<file path="config.mk">
export PLATFORM = sky130hd
export DESIGN_NAME = calc_input_stage_flat
export DESIGN_NICKNAME = d
export VERILOG_FILES = /design/src/rtl/calc_input_stage_if.sv /design/src/rtl/calc_input_stage.sv /design/src/flat_wrapper.sv
export SDC_FILE = /design/constraint.sdc
export NUM_CORES = 1
export LEC_CHECK = 0
export ABC_AREA = 1
export BUFFER_PORTS_ARGS = -buffer_cell sky130_fd_sc_hd__buf_2
export CAP_MARGIN = 20
export CORE_ASPECT_RATIO = 0.75
export CORE_MARGIN = 2
export CORE_UTILIZATION = 35
export CTS_CLUSTER_SIZE = 30
export DETAILED_ROUTE_END_ITERATION = 6
export PLACE_DENSITY = 0.49
export SYNTH_ARGS = -nofsm -noshare
export SYNTH_HDL_FRONTEND = slang
export SYNTH_SLANG_ARGS = --single-unit
</file>
<file path="constraint.sdc">
create_clock -name clk -period 2 [get_ports clk]
set_input_delay 0.1 -clock clk [delete_from_list [all_inputs] [get_ports clk]]
set_output_delay 0.1 -clock clk [all_outputs]
set_load 0.005 [all_outputs]
</file>
<file path="src/rtl/calc_input_stage_if.sv">
// Calculator front-end bundle: raw switches/buttons in, latched operands out.
// master drives sw/btn and observes a/b/op/op_valid; slave is the stage.
interface calc_input_stage_if #(
    parameter int BITS = 4
);
    logic [2*BITS-1:0] sw;
    logic [3:0]        btn;
    logic [BITS-1:0]   a;
    logic [BITS-1:0]   b;
    logic [3:0]        op;
    logic              op_valid;

    modport master (
        output sw, btn,
        input  a, b, op, op_valid
    );

    modport slave (
        input  sw, btn,
        output a, b, op, op_valid
    );
endinterface

</file>
<file path="src/rtl/calc_input_stage.sv">
// Synchronises switches/buttons, debounces buttons, latches a/b/op on press.
// Ports: clk, rst_n (sync, active-low), io (slave): sw, btn -> a, b, op, op_valid.
// Option: define CALC_IN_TOGGLE_EN to let a repeat press of the active op clear it.
module calc_input_stage #(
    parameter int BITS            = 4,
    parameter int DEBOUNCE_CYCLES = 16
) (
    input  logic                    clk,
    input  logic                    rst_n,
    calc_input_stage_if.slave       io
);
    localparam int CW = $clog2(DEBOUNCE_CYCLES) + 1;
    localparam logic [CW-1:0] TERM = CW'(DEBOUNCE_CYCLES - 1);

    logic [2*BITS-1:0] sw_s1, sw_s2;
    logic [3:0]        btn_s1, btn_s2;
    logic [3:0]        st;
    logic [CW-1:0]     cnt [4];

    logic [BITS-1:0]   a_q, b_q;
    logic [3:0]        op_q;
    logic              op_valid_q;

    logic [3:0]        term;
    logic [3:0]        press;
    logic [3:0]        sel;
    logic [3:0]        next_op;

    // term: button has disagreed with its stable state long enough to flip
    always_comb begin
        term  = '0;
        press = '0;
        for (int i = 0; i < 4; i++) begin
            term[i]  = (btn_s2[i] != st[i]) && (cnt[i] == TERM);
            press[i] = term[i] && btn_s2[i];
        end
    end

    // isolate lowest set bit so the lowest-index button wins
    assign sel = press & (~press + 4'd1);

`ifdef CALC_IN_TOGGLE_EN
    assign next_op = (op_q == sel) ? 4'd0 : sel;
`else
    assign next_op = sel;
`endif

    always_ff @(posedge clk) begin
        if (!rst_n) begin
            sw_s1      <= '0;
            sw_s2      <= '0;
            btn_s1     <= '0;
            btn_s2     <= '0;
            st         <= '0;
            for (int i = 0; i < 4; i++) begin
                cnt[i] <= '0;
            end
            a_q        <= '0;
            b_q        <= '0;
            op_q       <= '0;
            op_valid_q <= 1'b0;
        end else begin
            sw_s1  <= io.sw;
            sw_s2  <= sw_s1;
            btn_s1 <= io.btn;
            btn_s2 <= btn_s1;

            for (int i = 0; i < 4; i++) begin
                if (btn_s2[i] == st[i]) begin
                    cnt[i] <= '0;
                end else if (term[i]) begin
                    st[i]  <= btn_s2[i];
                    cnt[i] <= '0;
                end else begin
                    cnt[i] <= cnt[i] + 1'b1;
                end
            end

            op_valid_q <= |press;
            if (|press) begin
                a_q  <= sw_s2[2*BITS-1:BITS];
                b_q  <= sw_s2[BITS-1:0];
                op_q <= next_op;
            end
        end
    end

    assign io.a        = a_q;
    assign io.b        = b_q;
    assign io.op       = op_q;
    assign io.op_valid = op_valid_q;
endmodule
</file>
<file path="src/flat_wrapper.sv">
// flat-port wrapper written by rule: the top's interface ports become plain ports
module calc_input_stage_flat 
#(
    parameter int BITS            = 4,
    parameter int DEBOUNCE_CYCLES = 16
)
  (clk, rst_n, io_sw, io_btn, io_a, io_b, io_op, io_op_valid);
  calc_input_stage_if #(.BITS(BITS)) io_i ();
  input  logic clk;
  input  logic rst_n;
  input wire logic [$bits(io_i.sw)-1:0] io_sw;
  input wire logic [$bits(io_i.btn)-1:0] io_btn;
  output wire logic [$bits(io_i.a)-1:0] io_a;
  output wire logic [$bits(io_i.b)-1:0] io_b;
  output wire logic [$bits(io_i.op)-1:0] io_op;
  output wire logic [$bits(io_i.op_valid)-1:0] io_op_valid;
  assign io_i.sw = io_sw;
  assign io_i.btn = io_btn;
  assign io_a = io_i.a;
  assign io_b = io_i.b;
  assign io_op = io_i.op;
  assign io_op_valid = io_i.op_valid;
  calc_input_stage #(.BITS(BITS), .DEBOUNCE_CYCLES(DEBOUNCE_CYCLES)) u_core (.clk(clk), .rst_n(rst_n), .io(io_i));
endmodule
</file>
Word-level counts from Yosys, hierarchy flattened. Memories as Yosys holds them, arrays and structs flattened. Cells that the tools add are included.

Bits in registers: 41. Bits in latches: 0. RAM bits: 20. ROM bits: 0. Output and inout port bits: 13. Word-level logic and storage cells: 118. Memories kept: 1.

Add/subtract/negate cells: 5. Multipliers: 0. Divide/modulo/power cells: 0. $lt $le $gt $ge: 0. Equality and inequality tests: 12. Shifts and indexed selects: 0. Mux-type cells: 57. Bitwise logic cells: 18. Reduce and logical (&&, ||, !) cells: 13.

Memories: u_core.cnt (depth 4, width 5, rd ports 4, clocked after Yosys merged registers in 0, write ports 4, RTL line calc_input_stage.sv:18) `logic [CW-1:0] cnt [4];`.

Operator list (number): 5-bit two-way mux (12); 1-bit two-way mux (45); 5-bit by 1-bit adder with 5-bit output (second input constant) (4); 5-bit by 4-bit equality test with 1-bit output (second input constant) (4); 1-bit bitwise OR (12); 1-bit logical AND (8); 2-bit AND reduction (4); 4-bit by 1-bit adder with 4-bit output (second input constant) (1); 4-bit bitwise AND (1); 1-bit equality test (4); 1-bit != test (4); 1-bit NOT (4); 4-bit NOT (1); 4-bit OR reduction (1).

Longest topological paths before layout. Gate-level depths: netlist of the first run.

Word-level depth: 8. Depth in mapped cells: 10.

Least setup slack after synthesis of the first run. OpenSTA, ideal clock, no wires.

Kind: register to register. From: memory u_core.cnt[0][0] in the netlist's numbering. To: register u_core.op_q[0], in the netlist u_core.io.op[0]. Setup time: 0.066 ns. Arrival time: 1.572 ns. Required time: 1.934 ns. Setup slack: 0.362 ns. Stages on the path, launching flop included: 11. Buffers on the path: 1. Period minus slack after synthesis: 1.638 ns. Cells stage by stage: edfxtp_1 > ha_1 > nand2_1 > nor2_1 > ha_1 > nand3_4 > nand2_4 > nor2_8 > buf_6 > nand2_2 > a21oi_2.

RTL lines: start: declaration (RTL line calc_input_stage.sv:18); end signal: assignment (RTL line calc_input_stage.sv:83) `op_q <= next_op;`; end: declaration (RTL line calc_input_stage.sv:21) `logic [3:0] op_q;`.

==> impl_metrics.json, run 1 <==
{
  "outcome": "finished clean",
  "end_kind": "flip-flop",
  "cts.repair.resized": 0,
  "synthCells": 263,
  "h-tree-depth": 3,
  "peakVddDrop_uv": 462,
  "postCtsSetupBuffers": 0,
  "syn_to_final_growth_pct": 24.0,
  "drt-total-wl_um": 3790,
  "die_h_um": 75.8,
  "finalSetupViolations": 0,
  "worstPathRequired_ns": 2.22,
  "p_leak_uw": 0.00153,
  "hpwl_um": 2600,
  "grt_pass1_wl_um": 6360,
  "ys_seq_area_share_pct": 59.1,
  "core_area_um2": 6730,
  "cp.arrival_ns": 2.00,
  "muxShareOfSynthArea_pct": 0,
  "syn_area_per_cell_um2": 9.14,
  "finalMaxSlewViolations": 0,
  "rsz0062_at_grt": "false",
  "port_buffers": 26,
  "yosysWarnings": 0,
  "cts_tree": "built",
  "synth_xor_area_share_pct": 1.82,
  "grt_overflow_total": 0,
  "synth-compound-area-share_pct": 3.07,
  "rrSetupSlack_ns": 0.22,
  "fin_crit_ns": 1.78,
  "dieArea_um2": 7550,
  "cts_sinks": 61,
  "hold_class": "in -> reg",
  "yosys.area_share.adder_pct": 4.16,
  "cts_root_buf": "clkbuf_8",
  "initial_core_util_pct": 35.7,
  "finalHoldViolations": 0,
  "wl_per_cell_um": 9.11,
  "drc": 0,
  "startpoint_type": "flip-flop",
  "first_pass_iters": 4,
  "p_per_area_nw_per_um2": 800,
  "drive_gt1_share_pct": 16.0,
  "synth.distinct_cells": 23,
  "ios": 27,
  "max_freq_mhz": 562,
  "antenna_found_initial": 0,
  "die_x_um": 99.7,
  "finalCritPeriodShare_pct": 89.0,
  "synth_area_um2": 2400,
  "grt_max_degree": 34,
  "grt_pass1_vias": 1462,
  "clk_latency_ns": 0.33,
  "drtIter0Drc": 38,
  "critical_path.max_fanout": 18,
  "fp-row-count": 26,
  "utilization_pct": 44.3,
  "viasPerCell": 3.97,
  "drv_cap": 0,
  "n_antenna_cell": 0,
  "ant_nets": 0,
  "layout.nets": 349,
  "clkTransAtPathRegs_ns": 0.07,
  "cts_buffer_depth": 2,
  "tns_ns": 0,
  "synth_top_family_by_area": "simple AND/OR/NAND/NOR gates",
  "gp_congestion": 0.739,
  "cts_buffers": 9,
  "grtUsageTotal_pct": 11.1,
  "critPathKind": "reg -> reg",
  "synth-simple-area-share_pct": 22.0,
  "num_vias": 1653,
  "ys_seq_elements": 61,
  "skew_ns": 0.00583
}
-- cells by family after synthesis --
family / count (synthesis)
AO/OA/AOI/OAI: 14
XOR/XNOR: 5
adder cells (fa/ha/maj): 8
buffers and inverters: 59
flip-flops: 61
other: 1
AND/OR/NAND/NOR: 115
-- repair_timing --
action / CTS / global route
hold buffers: 12 / 0
endpoints found under the hold margin: 12 / 0
endpoints found under the setup margin: 0 / 0
-- cell usage in the layout, fill, tap and decap left out --
cell           instances
nand2_4                1
nand3_4                1
nand3_1               10
xor2_1                 5
nand2_2                2
inv_2                  1
conb_1                20
nand4_1                3
clkbuf_8               9
nor2_8                 1
a21oi_2                1
inv_4                  1
dfxtp_1               41
nor2_1                39
clkinv_2               2
inv_6                  2
dlygate4sd3_1         12
inv_1                 53
buf_2                 26
nand2_1               51
edfxtp_1              20
nand3_2                3
ha_1                   8
nor3b_1                4
buf_4                  1
clkinvlp_4             2
o21ai_0                4
a21oi_1                9
-- through the flow --
stage          power [uW]  cells  hold slack, ns  instance area (um^2)  setup WS, ns
2_1_floorplan        1420    282           0.198                  2470         0.362
5_1_grt              2500    416          0.0852                  2980        0.0200
6_report             2390    416          0.0926                  2980         0.221
3_3_place_gp         1450    388           0.279                  2690         0.240
4_1_cts              2430    416          0.0823                  2980         0.199
3_5_place_dp         1450    388           0.284                  2690         0.228
-- report_power, final --
part	switching, uW	internal [uW]
sequential	21.7	1320
combinational	54.8	47.5
clock	489	453
-- registers in the layout (all words and copies together), names as in the netlist --
signal / flops
u_core.cnt: 20
u_core.sw_s1: 8
u_core.sw_s2: 8
u_core.btn_s1: 4
u_core.btn_s2: 4
u_core.io.a: 4
u_core.io.b: 4
u_core.io.op: 4
u_core.st: 4
u_core.io.op_valid: 1
-- worst paths after layout --
| check | start | end | cells past startpoint |
|---|---|---|---|
| setup / recovery | u_core.cnt[0][0] | u_core.io.a[1] | 10 |
| hold / removal | rst_n | u_core.io.op[1] | 3 |
| setup reg to reg | u_core.cnt[0][0] | u_core.io.a[1] | 10 |
| hold reg to reg | u_core.sw_s1[4] | u_core.sw_s2[4] | 2 |
-- cell type report --
cell class / instances / area, um^2
repair buffers: 39 / 258
fillers: 673 / 3750
inverters: 54 / 203
flip-flops and latches: 61 / 1420
well taps: 84 / 105
clock buffers: 9 / 124
clock inverters: 7 / 48.8
multi-input cells: 162 / 821
-- synth_stat cells --
cell type	number	area, um^2
nor3b_1	4	30.0
inv_2	1	3.75
nor2_1	39	146
a21oi_2	1	8.76
buf_6	1	11.3
o21ai_0	4	20.0
nand2_4	1	11.3
ha_1	8	100
buf_2	3	15.0
nand3_1	10	50.1
clkbuf_1	1	3.75
nor2_8	1	20.0
nand4_1	3	18.8
dfxtp_1	41	821
nand2_2	2	12.5
a21oi_1	9	45.0
edfxtp_1	20	601
nand3_4	1	17.5
nand3_2	3	30.0
nand2_1	51	191
xor2_1	5	43.8
conb_1	1	3.75
inv_1	53	199
-- worst max-delay path: stages (launching register included) --
cell and delay [ns]:
edfxtp_1 0.43, ha_1 0.24, nand2_1 0.08, nor2_1 0.05, ha_1 0.24, nand3_4 0.14
nand2_4 0.08, nor2_8 0.24, nand2_1 0.09, nand2_1 0.06, nor2_1 0.04
-- routing by layer --
metal / vias up / wire length (um) / GRT usage, %
met4: 0 / 34 / 3.20
met3: 4 / 190 / 6.24
met5: - / 0 / 0
met2: 34 / 1690 / 17.7
met1: 703 / 1870 / 13.1
li1: 912 / - / -
No activity file was read; power rests on OpenSTA's default activity.
==> run 2: changes to the inputs <==
--- a/config.mk
+++ b/config.mk
@@ -11,6 +11,7 @@
 export CORE_ASPECT_RATIO = 0.75
 export CORE_MARGIN = 2
 export CORE_UTILIZATION = 35
+export CTS_BUF_LIST = sky130_fd_sc_hd__clkbuf_16
 export CTS_CLUSTER_SIZE = 30
 export DETAILED_ROUTE_END_ITERATION = 6
 export PLACE_DENSITY = 0.49
==> run 2 against run 1 <==
Global-route usage grew 0.32 points. Critical endpoint unchanged. Largest power group is now clock. Sequential power hardly changed. Largest cell class unchanged. Worst setup slack improved by 0.0041 ns. Clock power rose by 46%. Clock-buffer cell count unchanged. Non-clock buffer count unchanged. Sequential share of layout area is 1.6 points lower. Critical path depth did not move.
==> impl_metrics.json, run 2 (same netlist as run 1, synthesis figures left out) <==
{
  "die_h_um": 75.8,
  "grt_pass1_vias": 1474,
  "grt_util_met1_pct": 13.4,
  "seq_power_share_pct": 47.5,
  "first_pass_iters": 4,
  "place_area_um2": 2690,
  "reg.largest.list": "u_core.cnt: 20 flops, u_core.sw_s1: 8 flops, u_core.sw_s2: 8 flops",
  "dieArea_um2": 7550,
  "cts_buffers": 9,
  "worstPathRequired_ns": 2.22,
  "layout_common_cells": "inv_1, nand2_1, dfxtp_1",
  "gp_congestion": 0.739,
  "finalSetupViolations": 0,
  "layout.nets": 349,
  "drt-total-wl_um": 3840,
  "clkTransAtPathRegs_ns": 0.05,
  "drive_gt1_share_pct": 16.0,
  "p_leak_uw": 0.00158,
  "final_area_um2": 3080,
  "cts_tree": "built",
  "end_kind": "flip-flop",
  "reg2reg_from": "u_core.cnt[0][0]",
  "hold_start": "rst_n",
  "postCtsSetupBuffers": 0,
  "grtUsageTotal_pct": 11.4,
  "max_freq_mhz": 563,
  "clk_latency_ns": 0.32,
  "cts_sinks": 61,
  "drtIter0Drc": 40,
  "skew_ns": 0.00384,
  "finalCritPeriodShare_pct": 88.8,
  "viasPerCell": 4.01,
  "num_vias": 1669,
  "outcome": "finished clean",
  "antenna_found_initial": 0,
  "initial_core_util_pct": 35.7,
  "p_per_area_nw_per_um2": 918,
  "pwr-share-comb_pct": 3.6,
  "rsz0062_at_grt": "false",
  "grt_pass1_wl_um": 6470,
  "p_clk_share_pct": 48.9,
  "drv_cap": 0,
  "grt_overflow_total": 0,
  "die_x_um": 99.7,
  "port_buffers": 26,
  "tns_ns": 0,
  "final_common_cell": "inv_1",
  "setup_ws_ns": 0.225,
  "peakVddDrop_uv": 445,
  "power.switching_uw": 620,
  "busiest_layer": "met2",
  "largest_reg_flops": 20,
  "critical_path.max_fanout": 18,
  "fin_crit_ns": 1.78,
  "ant_nets": 0,
  "hpwl_um": 2600,
  "critPathKind": "reg -> reg",
  "cts_buffer_depth": 2,
  "cts_root_buf": "clkbuf_16",
  "h-tree-depth": 3,
  "use_met2_pct": 17.9,
  "finalHoldViolations": 0,
  "cp.arrival_ns": 1.99,
  "utilization_pct": 45.8,
  "wl_per_cell_um": 9.23,
  "drc": 0,
  "largest-register": "u_core.cnt",
  "fp-row-count": 26,
  "pre_cts_ws_ns": 0.228,
  "grt_max_degree": 34,
  "ios": 27,
  "met3_usage_pct": 6.51,
  "n_antenna_cell": 0,
  "finalMaxSlewViolations": 0,
  "crit_start": "u_core.cnt[0][0]",
  "startpoint_type": "flip-flop",
  "hold_class": "in -> reg",
  "core_area_um2": 6730,
  "p_int_uw": 2210,
  "syn_to_final_growth_pct": 28.2,
  "switching_share_pct": 21.9
}
-- run 2: cell types whose count changed in the layout (fill, tap and decap cells not counted) --
cell / before / now
clkbuf_16: 0 / 9
clkbuf_8: 9 / 0
-- run 2: power by group through the flow --
stage               Clock (uW)  Combinational (uW)  Sequential (uW)
floorplan                    0                60.5             1360
CTS                       1430                 103             1340
finish                    1380                 102             1340
global placement             0                83.9             1370
global route              1490                 123             1350
detailed placement           0                84.8             1370
-- run 2: layout make-up --
cell class / instances / area, um^2
clock buffer: 9 / 225
clock inverter: 7 / 48.8
fill: 651 / 3650
inverter: 54 / 203
multi-input combinational: 162 / 821
sequential: 61 / 1420
tap: 84 / 105
timing repair buffer: 39 / 258
-- run 2: timing repair --
item / CTS / global route
gates resized for setup: 0 / 0
hold endpoints to repair: 12 / 0
hold buffers: 12 / 0
-- run 2: metrics by stage --
step | total power [uW] | hold WS [ns] | cells
2_1_floorplan | 1420 | 0.198 | 282
3_3_place_gp | 1450 | 0.279 | 388
3_5_place_dp | 1450 | 0.284 | 388
4_1_cts | 2880 | 0.103 | 416
5_1_grt | 2960 | 0.107 | 416
6_report | 2830 | 0.106 | 416
-- run 2: critical path, cell delays in order (launching register included) --
cell      delay [ns]
edfxtp_1        0.43
ha_1            0.24
nand2_1         0.08
nor2_1          0.05
ha_1            0.24
nand3_4         0.14
nand2_4         0.08
nor2_8          0.24
nand2_1         0.09
nand2_1         0.06
nor2_1          0.04
-- run 2: final timing paths --
kind / end / slack [ns] / cells after the start
max: u_core.io.a[1] / 0.22 / 10
min: u_core.io.op[1] / 0.11 / 3
max reg2reg: u_core.io.a[1] / 0.22 / 10
min reg2reg: u_core.sw_s2[4] / 0.41 / 2
-- run 2: layer usage --
| metal | share of wire (%) | wire length (um) |
|---|---|---|
| met5 | 0 | 0 |
| met4 | 1.6 | 60 |
| met3 | 4.7 | 180 |
| met2 | 45 | 1720 |
| met1 | 49 | 1880 |
==> run 3: changes to the inputs <==
==> constraint.sdc (replaced) <==
create_clock -name clk -period 1.7 [get_ports clk]
set_input_delay 0.085 -clock clk [delete_from_list [all_inputs] [get_ports clk]]
set_output_delay 0.085 -clock clk [all_outputs]
set_load 0.005 [all_outputs]
==> run 3 against run 2 <==
Register-to-register slack got worse by 0.12 ns. Cell count increased by 3.6%. Worst setup slack got worse by 0.12 ns. Critical path type unchanged.
==> impl_metrics.json, run 3 (same netlist as run 1, synthesis figures left out) <==
{
  "tns_ns": 0,
  "peakVddDrop_uv": 555,
  "cts_tree": "built",
  "final_common_cell": "inv_1",
  "syn_to_final_growth_pct": 36.0,
  "cpMostUsedCell": "nand2_1",
  "cts_root_buf": "clkbuf_16",
  "final_area_um2": 3270,
  "wl_per_cell_um": 9.60,
  "grt_overflow_total": 0,
  "slowest_stage": "edfxtp_1",
  "end_kind": "flip-flop",
  "rsz0062_at_grt": "false",
  "hold_start": "rst_n",
  "max_freq_mhz": 626,
  "drive_gt1_share_pct": 21.9,
  "core_area_um2": 6730,
  "crit_buf_inv": 0,
  "cts_sinks": 61,
  "finalSetupViolations": 0,
  "cts_buffers": 9,
  "h-tree-depth": 3,
  "layoutNonFillerInstCount": 431,
  "drt-total-wl_um": 4140,
  "dp_cells": 398,
  "cts_buffer_depth": 2,
  "first_pass_iters": 4,
  "clkTransAtPathRegs_ns": 0.05,
  "utilization_pct": 48.5,
  "n_antenna_cell": 0,
  "finalMaxSlewViolations": 0,
  "antenna_found_initial": 0,
  "hold_class": "in -> reg",
  "outcome": "finished clean",
  "seq_power_share_pct": 46.1,
  "place_area_um2": 2760,
  "holdPathStages": 3,
  "critPathKind": "reg -> reg",
  "p_per_area_nw_per_um2": 1050,
  "grt_pass1_vias": 1640,
  "num_vias": 1721,
  "hpwl_um": 2600,
  "viasPerCell": 3.99,
  "clk_latency_ns": 0.32,
  "p_leak_uw": 0.00166,
  "fp-row-count": 26,
  "skew_ns": 0.00559,
  "largest_reg_flops": 20,
  "reg.largest.list": "u_core.cnt: 20 flops, u_core.sw_s1: 8 flops, u_core.sw_s2: 8 flops",
  "worstPathRequired_ns": 1.92,
  "layout_common_cells": "inv_1, nand2_1, dfxtp_1",
  "holdPathEnd": "u_core.btn_s2[1]",
  "gp_congestion": 0.694,
  "drc": 0,
  "reg2reg_from": "u_core.cnt[0][1]",
  "critPathTopFamily": "simple AND/OR/NAND/NOR gates",
  "rrSetupSlack_ns": 0.10,
  "holdWs_ns": 0.0902,
  "initial_core_util_pct": 35.7,
  "p_clk_share_pct": 49.9,
  "grtUsageTotal_pct": 12.5,
  "finalHoldViolations": 0,
  "pwr-share-comb_pct": 4.0,
  "ant_nets": 0,
  "ios": 27,
  "fin_crit_ns": 1.60,
  "largest-register": "u_core.cnt",
  "drtIter0Drc": 53,
  "p_int_uw": 2730,
  "r2r_cells": 10,
  "dieArea_um2": 7550,
  "critical_path.max_fanout": 4,
  "crit_chain": "ha_1, nand2_1, nor2_1, ha_2, nand3_4, nand2_8, nor2_4, nand2_1, nand2_1, nor2_1",
  "drv_cap": 0,
  "startpoint_type": "flip-flop",
  "port_buffers": 26,
  "layout.nets": 364,
  "die_h_um": 75.8,
  "power.switching_uw": 693,
  "grt_max_degree": 33,
  "cp.arrival_ns": 1.82,
  "critPathMaxStageDelay_ns": 0.41,
  "finalCritPeriodShare_pct": 93.9,
  "switching_share_pct": 20.2,
  "die_x_um": 99.7,
  "grt_pass1_wl_um": 7000,
  "r2r_end": "u_core.io.a[2]"
}
## run 3: cell count changes in the layout (fill, tap and decap cells not counted), moves of 2 or more
cell        delta
buf_4         +12
clkinvlp_4     -2
ha_1           -6
ha_2           +6
inv_1          +2
inv_6          -2
nor2_4         +3
nor3b_1        -3
nor3b_2        +3
## run 3: final cells by class
| type | instances | area [um^2] |
|---|---|---|
| Fill cell | 641 | 3470 |
| Sequential cell | 61 | 1420 |
| Multi-Input combinational cell | 165 | 908 |
| Timing Repair Buffer | 51 | 348 |
| Clock buffer | 9 | 225 |
| Inverter | 54 | 203 |
| Tap cell | 84 | 105 |
| Clock inverter | 7 | 57.6 |
## run 3: per-stage QoR
step,worst slack (ns),total power (uW)
floorplan,0.0624,1680
global placement,0.0319,1720
detailed placement,-0.0140,1720
CTS,0.0244,3490
global route,0.00211,3590
finish,0.104,3430
## run 3: timing repair
action,in CTS,in global routing
pin swaps,2,6
cloned,3,0
endpoints found under the setup margin,8,17
endpoints found under the hold margin,12,0
hold buffers,12,0
setup buffers,0,2
resized for setup,1,13
## run 3: worst max-delay path by stage
stage / from / end / slack, ns / depth (start not counted)
2_1_floorplan: u_core.cnt[0][0] / u_core.io.op[0] / 0.06 / 10
3_3_place_gp: u_core.cnt[1][0] / u_core.io.b[1] / 0.03 / 10
3_5_place_dp: u_core.cnt[1][0] / u_core.io.b[2] / -0.01 / 10
4_1_cts: u_core.cnt[1][0] / u_core.io.b[2] / 0.02 / 9
5_1_grt: u_core.cnt[2][0] / u_core.io.a[2] / 0.002 / 9
6_report: u_core.cnt[0][1] / u_core.io.a[2] / 0.10 / 10
## run 3: metal layers
layer  wire length, um  vias up  GRT usage (%)
met1              2080      736           14.5
met5                 0        -              0
li1                  -      950              -
met4                80        0           7.46
met3               164        9           5.50
met2              1810       26           19.4
## run 3: worst register-to-register path, stage by stage, from the launching register on
cell      delay, ns
edfxtp_1       0.41
ha_1           0.22
nand2_1        0.08
nor2_1         0.05
ha_2           0.20
nand3_4        0.12
nand2_8        0.09
nor2_4         0.17
nand2_1        0.06
nand2_1        0.05
nor2_1         0.04
## run 3: power groups by stage
stage	logic, uW	clock network [uW]	registers [uW]
2_1_floorplan	71.2	0	1600
3_3_place_gp	110	0	1610
3_5_place_dp	112	0	1610
4_1_cts	133	1780	1580
5_1_grt	163	1840	1580
6_report	137	1710	1580
